File: src/rtl/lsu_mem_master.sv
// lsu_mem_master
//    Load/store initiator between the core execute stage and the data memory.
//    It takes one load or store at a time and rejects misaligned or illegal
//    sizes without touching memory. It issues a word-aligned request with byte
//    enables and lane-replicated store data, then waits for grant and response
//    and returns sign- or zero-extended load data.
//
// Ports
//    clk, rst         rising-edge clock, synchronous active-high reset
//    req_*            core request (valid/ready handshake, accepted in IDLE only)
//    resp_*           one-cycle completion pulse with load data and error flag
//    busy             transaction outstanding, core must stall
//    mem_req/we/...   memory request channel, held stable until mem_gnt
//    mem_rvalid/rdata memory response (load data or store acknowledge)
//
// state   | meaning
// --------+-------------------------------------------------------------
// IDLE    | ready for a new request
// REQ     | mem_req asserted, waiting for mem_gnt
// WAIT    | granted, waiting for mem_rvalid or TIMEOUT
// RESP    | resp_valid pulse, result registered
module lsu_mem_master #(
   parameter int s       = 32,
   parameter int TIMEOUT = 16
) (
   input  logic         clk,
   input  logic         rst,
   input  logic         req_valid,
   output logic         req_ready,
   input  logic         req_we,
   input  logic [1:0]   req_size,
   input  logic         req_unsigned,
   input  logic [s-1:0] req_addr,
   input  logic [s-1:0] req_wdata,
   output logic         resp_valid,
   output logic [s-1:0] resp_rdata,
   output logic         resp_err,
   output logic         busy,
   output logic         mem_req,
   output logic         mem_we,
   output logic [s-1:0] mem_addr,
   output logic [3:0]   mem_be,
   output logic [s-1:0] mem_wdata,
   input  logic         mem_gnt,
   input  logic         mem_rvalid,
   input  logic [s-1:0] mem_rdata
);

   if (s != 32) begin : g_bad_width
      $error("lsu_mem_master: only s=32 is supported");
   end
   if (TIMEOUT < 1 || TIMEOUT > 255) begin : g_bad_timeout
      $error("lsu_mem_master: TIMEOUT must be in 1..255");
   end

   typedef enum logic [1:0] {
      ST_IDLE,
      ST_REQ,
      ST_WAIT,
      ST_RESP
   } state_e;

   state_e       state_q,      state_d;
   logic [1:0]   size_q,       size_d;
   logic         uns_q,        uns_d;
   logic [1:0]   off_q,        off_d;
   logic         mem_we_q,     mem_we_d;
   logic [s-1:0] mem_addr_q,   mem_addr_d;
   logic [3:0]   mem_be_q,     mem_be_d;
   logic [s-1:0] mem_wdata_q,  mem_wdata_d;
   logic [7:0]   cnt_q,        cnt_d;
   logic [s-1:0] resp_rdata_q, resp_rdata_d;
   logic         resp_err_q,   resp_err_d;

   logic         misaligned;
   logic [3:0]   be_base;
   logic [s-1:0] wdata_rep;
   logic [s-1:0] rd_shift;
   logic [s-1:0] rd_ext;

   // Request decode: alignment check, lane-0 byte enable pattern, replication.
   always_comb begin
      misaligned = 1'b0;
      be_base    = 4'b0000;
      wdata_rep  = req_wdata;
      case (req_size)
         2'd0: begin
            be_base   = 4'b0001;
            wdata_rep = {4{req_wdata[7:0]}};
         end
         2'd1: begin
            be_base    = 4'b0011;
            wdata_rep  = {2{req_wdata[15:0]}};
            misaligned = req_addr[0];
         end
         2'd2: begin
            be_base    = 4'b1111;
            misaligned = |req_addr[1:0];
         end
         default: misaligned = 1'b1;
      endcase
   end

   // Load return path: move the addressed lane down to bit 0, then extend.
   always_comb begin
      rd_shift = mem_rdata >> {off_q, 3'b000};
      case (size_q)
         2'd0:    rd_ext = {{(s-8){~uns_q & rd_shift[7]}}, rd_shift[7:0]};
         2'd1:    rd_ext = {{(s-16){~uns_q & rd_shift[15]}}, rd_shift[15:0]};
         default: rd_ext = rd_shift;
      endcase
   end

   always_comb begin
      state_d      = state_q;
      size_d       = size_q;
      uns_d        = uns_q;
      off_d        = off_q;
      mem_we_d     = mem_we_q;
      mem_addr_d   = mem_addr_q;
      mem_be_d     = mem_be_q;
      mem_wdata_d  = mem_wdata_q;
      cnt_d        = cnt_q;
      resp_rdata_d = resp_rdata_q;
      resp_err_d   = resp_err_q;

      case (state_q)
         ST_IDLE: begin
            if (req_valid) begin
               size_d      = req_size;
               uns_d       = req_unsigned;
               off_d       = req_addr[1:0];
               mem_we_d    = req_we;
               mem_addr_d  = {req_addr[s-1:2], 2'b00};
               mem_be_d    = be_base << req_addr[1:0];
               mem_wdata_d = wdata_rep;
               if (misaligned) begin
                  resp_err_d   = 1'b1;
                  resp_rdata_d = '0;
                  state_d      = ST_RESP;
               end else begin
                  state_d = ST_REQ;
               end
            end
         end
         ST_REQ: begin
            if (mem_gnt) begin
               cnt_d   = '0;
               state_d = ST_WAIT;
            end
         end
         ST_WAIT: begin
            cnt_d = 8'(cnt_q + 8'd1);
            // rvalid takes priority over a timeout landing in the same cycle
            if (mem_rvalid) begin
               resp_err_d   = 1'b0;
               resp_rdata_d = mem_we_q ? '0 : rd_ext;
               state_d      = ST_RESP;
            end else if (cnt_q == 8'(TIMEOUT - 1)) begin
               resp_err_d   = 1'b1;
               resp_rdata_d = '0;
               state_d      = ST_RESP;
            end
         end
         ST_RESP: state_d = ST_IDLE;
         default: state_d = ST_IDLE;
      endcase
   end

   always_ff @(posedge clk) begin
      if (rst) begin
         state_q      <= ST_IDLE;
         size_q       <= '0;
         uns_q        <= 1'b0;
         off_q        <= '0;
         mem_we_q     <= 1'b0;
         mem_addr_q   <= '0;
         mem_be_q     <= '0;
         mem_wdata_q  <= '0;
         cnt_q        <= '0;
         resp_rdata_q <= '0;
         resp_err_q   <= 1'b0;
      end else begin
         state_q      <= state_d;
         size_q       <= size_d;
         uns_q        <= uns_d;
         off_q        <= off_d;
         mem_we_q     <= mem_we_d;
         mem_addr_q   <= mem_addr_d;
         mem_be_q     <= mem_be_d;
         mem_wdata_q  <= mem_wdata_d;
         cnt_q        <= cnt_d;
         resp_rdata_q <= resp_rdata_d;
         resp_err_q   <= resp_err_d;
      end
   end

   assign req_ready  = (state_q == ST_IDLE);
   assign busy       = (state_q != ST_IDLE);
   assign mem_req    = (state_q == ST_REQ);
   assign resp_valid = (state_q == ST_RESP);
   assign resp_rdata = resp_rdata_q;
   assign resp_err   = resp_err_q;
   assign mem_we     = mem_we_q;
   assign mem_addr   = mem_addr_q;
   assign mem_be     = mem_be_q;
   assign mem_wdata  = mem_wdata_q;

endmodule

File: config.mk
export PLATFORM = sky130hd
export DESIGN_NAME = lsu_mem_master
export DESIGN_NICKNAME = d
export VERILOG_FILES = /design/src/rtl/lsu_mem_master.sv
export SDC_FILE = /design/constraint.sdc
export NUM_CORES = 1
export LEC_CHECK = 0
export BUFFER_PORTS_ARGS = -buffer_cell sky130_fd_sc_hd__buf_2
export CAP_MARGIN = 20
export CELL_PAD_IN_SITES_DETAIL_PLACEMENT = 0
export CELL_PAD_IN_SITES_GLOBAL_PLACEMENT = 1
export CORE_ASPECT_RATIO = 0.7
export CORE_MARGIN = 4
export CORE_UTILIZATION = 38
export CTS_CLUSTER_SIZE = 16
export DETAILED_ROUTE_END_ITERATION = 8
export GPL_TIMING_DRIVEN = 0
export PLACE_DENSITY = 0.94
export SLEW_MARGIN = 10
export SYNTH_ARGS = -nofsm -noshare
export SYNTH_HDL_FRONTEND = slang
export SYNTH_SLANG_ARGS = --single-unit
File: constraint.sdc
create_clock -name clk -period 5.8 [get_ports clk]
set_input_delay 1.16 -clock clk [delete_from_list [all_inputs] [get_ports clk]]
set_output_delay 1.16 -clock clk [all_outputs]
set_load 0.01 [all_outputs]
==> results.md <==
- TritonCTS built the clock tree.
- The floorplan step set the die height to approximately 110 microns.
- The congestion estimate from routability-driven global placement came to between 0.8 and 0.9.
- By startpoint and endpoint, the worst setup path is classified as input port to flip-flop.
- The switching portion of total power is 35.51%.
- Once the clock tree was built, the resizer swapped 0 gates to a different size.
- The commonest register cell after synthesis is sky130_fd_sc_hd__dfxtp_1.
- The global-route wire length before repair is between 20 and 30 mm.
- The ratio of routed vias to standard cells is approximately 5.2.
- The final cell count without fillers is approximately 1100.
- For this design the ratio of total power to cell area is approximately 420 nW/um^2.
- Walking the worst path, the cells encountered are buf_2 > inv_1 > ha_1 > a211oi_2 > a221oi_4 > nand2b_1 > clkbuf_1 > o2bb2ai_1.
- The routed via count is around 5500.
- The post-detailed-placement half-perimeter wirelength is 13.38 mm.
- In the synthesized netlist the async set-or-reset flop fraction comes to 0%.
- Dividing the detail-routed wire length by the instance count gives approximately 17 microns.
- The cell count after synthesis came out at ~630.
- Clock skew on the completed layout was measured at ~0.015 ns.
- The number of buffers created by CTS is 17.
- On the worst path, the slowest cell contributes a delay of roughly 0.43 ns.
- IR analysis of the VDD net gives a maximum drop of roughly 200 uV.
- The sum of internal, switching and leakage power is 3.045 mW.
- The part of the power in combinational logic is 32.4%.
- The largest buffer count on any clock path is 2.
- The pre-antenna-repair detailed-routing pass consisted of 7 iterations.
- The max-slew headroom at the worst pin is slightly below 60%.
- Summing every instance area after synthesis gives 5394 sq um.
- The utilization of the core after routing is a little over half.
- The number of buffers inserted by post-CTS setup repair is 0.
- The cell-internal power is between 1.5 and 2 mW.
- The sequential cell area fraction in the yosys report is between 40% and 50%.
- In the final timing run, aggregate negative setup slack is 0 ns.
- The count of antenna diodes in the layout is 0.
- The number of register bits inferred by synthesis is 115.
- The number of port buffers is just over 200.
- The number of max-capacitance violations reported is 0.
- The worst setup path is launched from an input port.
- The tree built by TritonCTS fans out to approximately 120 sinks.
- The distinct cell type count after synthesis is between 50 and 60.
- The area share of the largest cell type after synthesis is a little over two fifths.
- The final number of hold-violating endpoints is 0.
- The clock network burns a little over a third of the power.
- Setup repair after global routing left no endpoint under its margin.
- The maximum level of the CTS H-tree is 4.
- The number of hold buffers added after CTS is 0.
- The number of synthesized flops with an enable pin is 0.
- For this run, the post-layout net count is ~1000.
- Data on the critical path arrives at its endpoint at just under 3 ns.
- In this run the count of I/O pins placed on the die edge is 211.
- Yosys attributes the largest share of cell area to sky130_fd_sc_hd__dfxtp_1 43%, sky130_fd_sc_hd__nand2_1 8.4%, sky130_fd_sc_hd__a21oi_1 6.5%, sky130_fd_sc_hd__o2bb2ai_1 4.5%, sky130_fd_sc_hd__mux2i_1 3.9%.
- The element type at the critical path end is a flip-flop.
- For this configuration, the core starts out at a cell density of 38.75%.
- Based on the critical path, the design can be clocked at up to ~0.37 GHz.
- The clock period could shrink to roughly 2.7 ns.
- The number of antenna violations at the first check in global routing is 0.
- The type of the tightest min-delay check is flip-flop to flip-flop.
- The run finished with clean final reports.
- The number of pins with negative max-slew slack in the final report is 0.
- Clock-pin slew was measured on the worst setup and hold paths at approximately 0.060 ns.
- For this run, design rule violations remaining after detail routing come to 0.
- In this run the horizontal extent of the chip is 150.4 microns.
- The net switching power figure is ~1.1 mW.
- The post-route netlist has 32.22% of its cells at a drive strength greater than 1.
- The largest net degree at the start of global routing is 17.
- Counting tap cells, the placed design contains a total of 1030 instances.
- The growth of design area from synthesis to finish is 34.84%.
- The slack of the critical path is roughly 3.1 ns.
- The leakage power is ~3.2 nW.
- The required time of the critical path is 6.08 ns.
- The total number of placement rows is 36.
- The tree is rooted in a sky130_fd_sc_hd__clkbuf_16.
- In this run the worst path has a maximum fanout of 8.
- In this run, the number of DRC markers left after iteration 0 of detailed routing was about 340.
- Yosys printed 0 warnings.
- After floorplanning, the core was sized to cover about 14000 sq um.
- The sequential power share is approximately a third.
- Global routing finished with a remaining overflow of 0.
- The mean area per synthesized cell is 8.521 sq um.
- The pin slew with the least headroom to its limit is 0.6215 ns.
- The area of the die is about 16000 sq um.
- The cell taking the most area after synthesis is sky130_fd_sc_hd__dfxtp_1.
- The via count of the first global-routing pass was 5036.
- The detail route stage leaves a number of antenna-violating nets equal to 0.
- Global routing used a little over a fifth of the available tracks across all layers.
- The part of the cycle the worst path needs is a little under half.
- The final layout contains routed wiring with a total length of between 15 and 20 mm.
- The clock insertion delay at the later pin of the skew report is around 0.41 ns.
- The worst setup slack before clock tree synthesis is ~2.7 ns.
- The slowest stage cell on the critical path is sky130_fd_sc_hd__a211oi_2.
- The number of setup violations in the final report is 0.
layout by cell type (no fill, tap or decap), types with 10 or more instances in the layout:
master	n
sky130_fd_sc_hd__clkbuf_16	17
sky130_fd_sc_hd__mux2i_1	21
sky130_fd_sc_hd__nand3_1	17
sky130_fd_sc_hd__a21oi_1	70
sky130_fd_sc_hd__nand2b_1	12
sky130_fd_sc_hd__dfxtp_1	115
sky130_fd_sc_hd__o2bb2ai_1	28
sky130_fd_sc_hd__a311oi_1	10
sky130_fd_sc_hd__nand2_1	120
sky130_fd_sc_hd__nor2_1	36
sky130_fd_sc_hd__inv_1	17
sky130_fd_sc_hd__buf_2	216
sky130_fd_sc_hd__clkbuf_1	28
sky130_fd_sc_hd__o211ai_1	10
sky130_fd_sc_hd__o21ai_0	34
sky130_fd_sc_hd__a211oi_1	16
cells by family (layout without fill, tap and decap cells):
family                     Yosys count  after routing  synth area share (%)
other                                1              2               0.06952
adders and majority gates            9              9                 2.088
buffers and inverters               72            310                 6.425
DFF                                115            115                 42.68
muxes                               30             30                 5.985
xor gates and xnor gates             5              5                0.8120
AOI/OAI and AO/OA                  196            196                 25.54
and+or+nand+nor                    205            205                 16.40
Yosys cell counts (10+ instances only):
cell / n
sky130_fd_sc_hd__mux2i_1: 21
sky130_fd_sc_hd__nand2b_1: 12
sky130_fd_sc_hd__o2bb2ai_1: 28
sky130_fd_sc_hd__a311oi_1: 10
sky130_fd_sc_hd__nand2_1: 120
sky130_fd_sc_hd__a211oi_1: 16
sky130_fd_sc_hd__clkbuf_1: 28
sky130_fd_sc_hd__nand3_1: 17
sky130_fd_sc_hd__buf_2: 10
sky130_fd_sc_hd__dfxtp_1: 115
sky130_fd_sc_hd__o21ai_0: 34
sky130_fd_sc_hd__nor2_1: 36
sky130_fd_sc_hd__o211ai_1: 10
sky130_fd_sc_hd__a21oi_1: 70
sky130_fd_sc_hd__inv_1: 17
per-layer routing:
layer,GRT usage (%),share of wire (%),vias up,wire length [microns]
li1,-,-,2695,-
met1,31.85,48,2537,8599
met2,30.86,42,248,7484
met3,5.724,9.2,13,1630
met4,4.830,0.53,0,94
met5,0,0,-,0
power by group through the flow:
stage / Combinational (mW) / Clock [mW] / Sequential (mW)
after floorplan: 0.584 / 0 / 1.05
after CTS: 0.985 / 1.10 / 0.982
final: 0.987 / 1.08 / 0.982
after detailed placement: 0.983 / 0 / 0.997
after global placement: 0.977 / 0 / 0.992
after global routing: 1.09 / 1.14 / 0.997
cell type report:
cell class	instances	area (sq um)
repair buffers	206	1031
well taps	190	237.7
multi-input cells	447	2749
clock inverters	15	181.4
fillers	1336	6645
plain buffers	55	282.8
flip-flops and latches	115	2302
clock buffers	17	425.4
inverters	17	63.81
metrics by stage:
step | hold slack (ns) | cell area, sq um
after floorplan | 0.4572 | 5398
after global placement | 0.4363 | 6666
after detailed placement | 0.4419 | 6666
after CTS | 0.4508 | 7273
after global routing | 0.4639 | 7273
final | 0.4483 | 7273
state kept, by name, summed over array words and instances (netlist names):
signal / flops
state_q: 2
mem_we: 1
resp_rdata: 32
mem_be: 4
uns_q: 1
size_q: 2
cnt_q: 8
resp_err: 1
mem_wdata: 32
mem_addr: 30
off_q: 2
worst max-delay path: cells and delay by family:
family / cells / cell delay (ns)
AO/OA/AOI/OAI: 3 / 0.77
adder cells (fa/ha/maj): 1 / 0.29
buffers and inverters: 3 / 0.60
AND/OR/NAND/NOR: 1 / 0.11
final timing paths:
check,to,slack [ns],cells past startpoint,from
setup / recovery,resp_rdata[12],3.12,8,req_size[0]
hold / removal,mem_be[3],0.45,2,mem_be[3]
setup reg to reg,resp_rdata[12],3.58,8,state_q[0]
hold reg to reg,mem_be[3],0.45,2,mem_be[3]
Note: power is estimated with default switching activity, not from simulation.
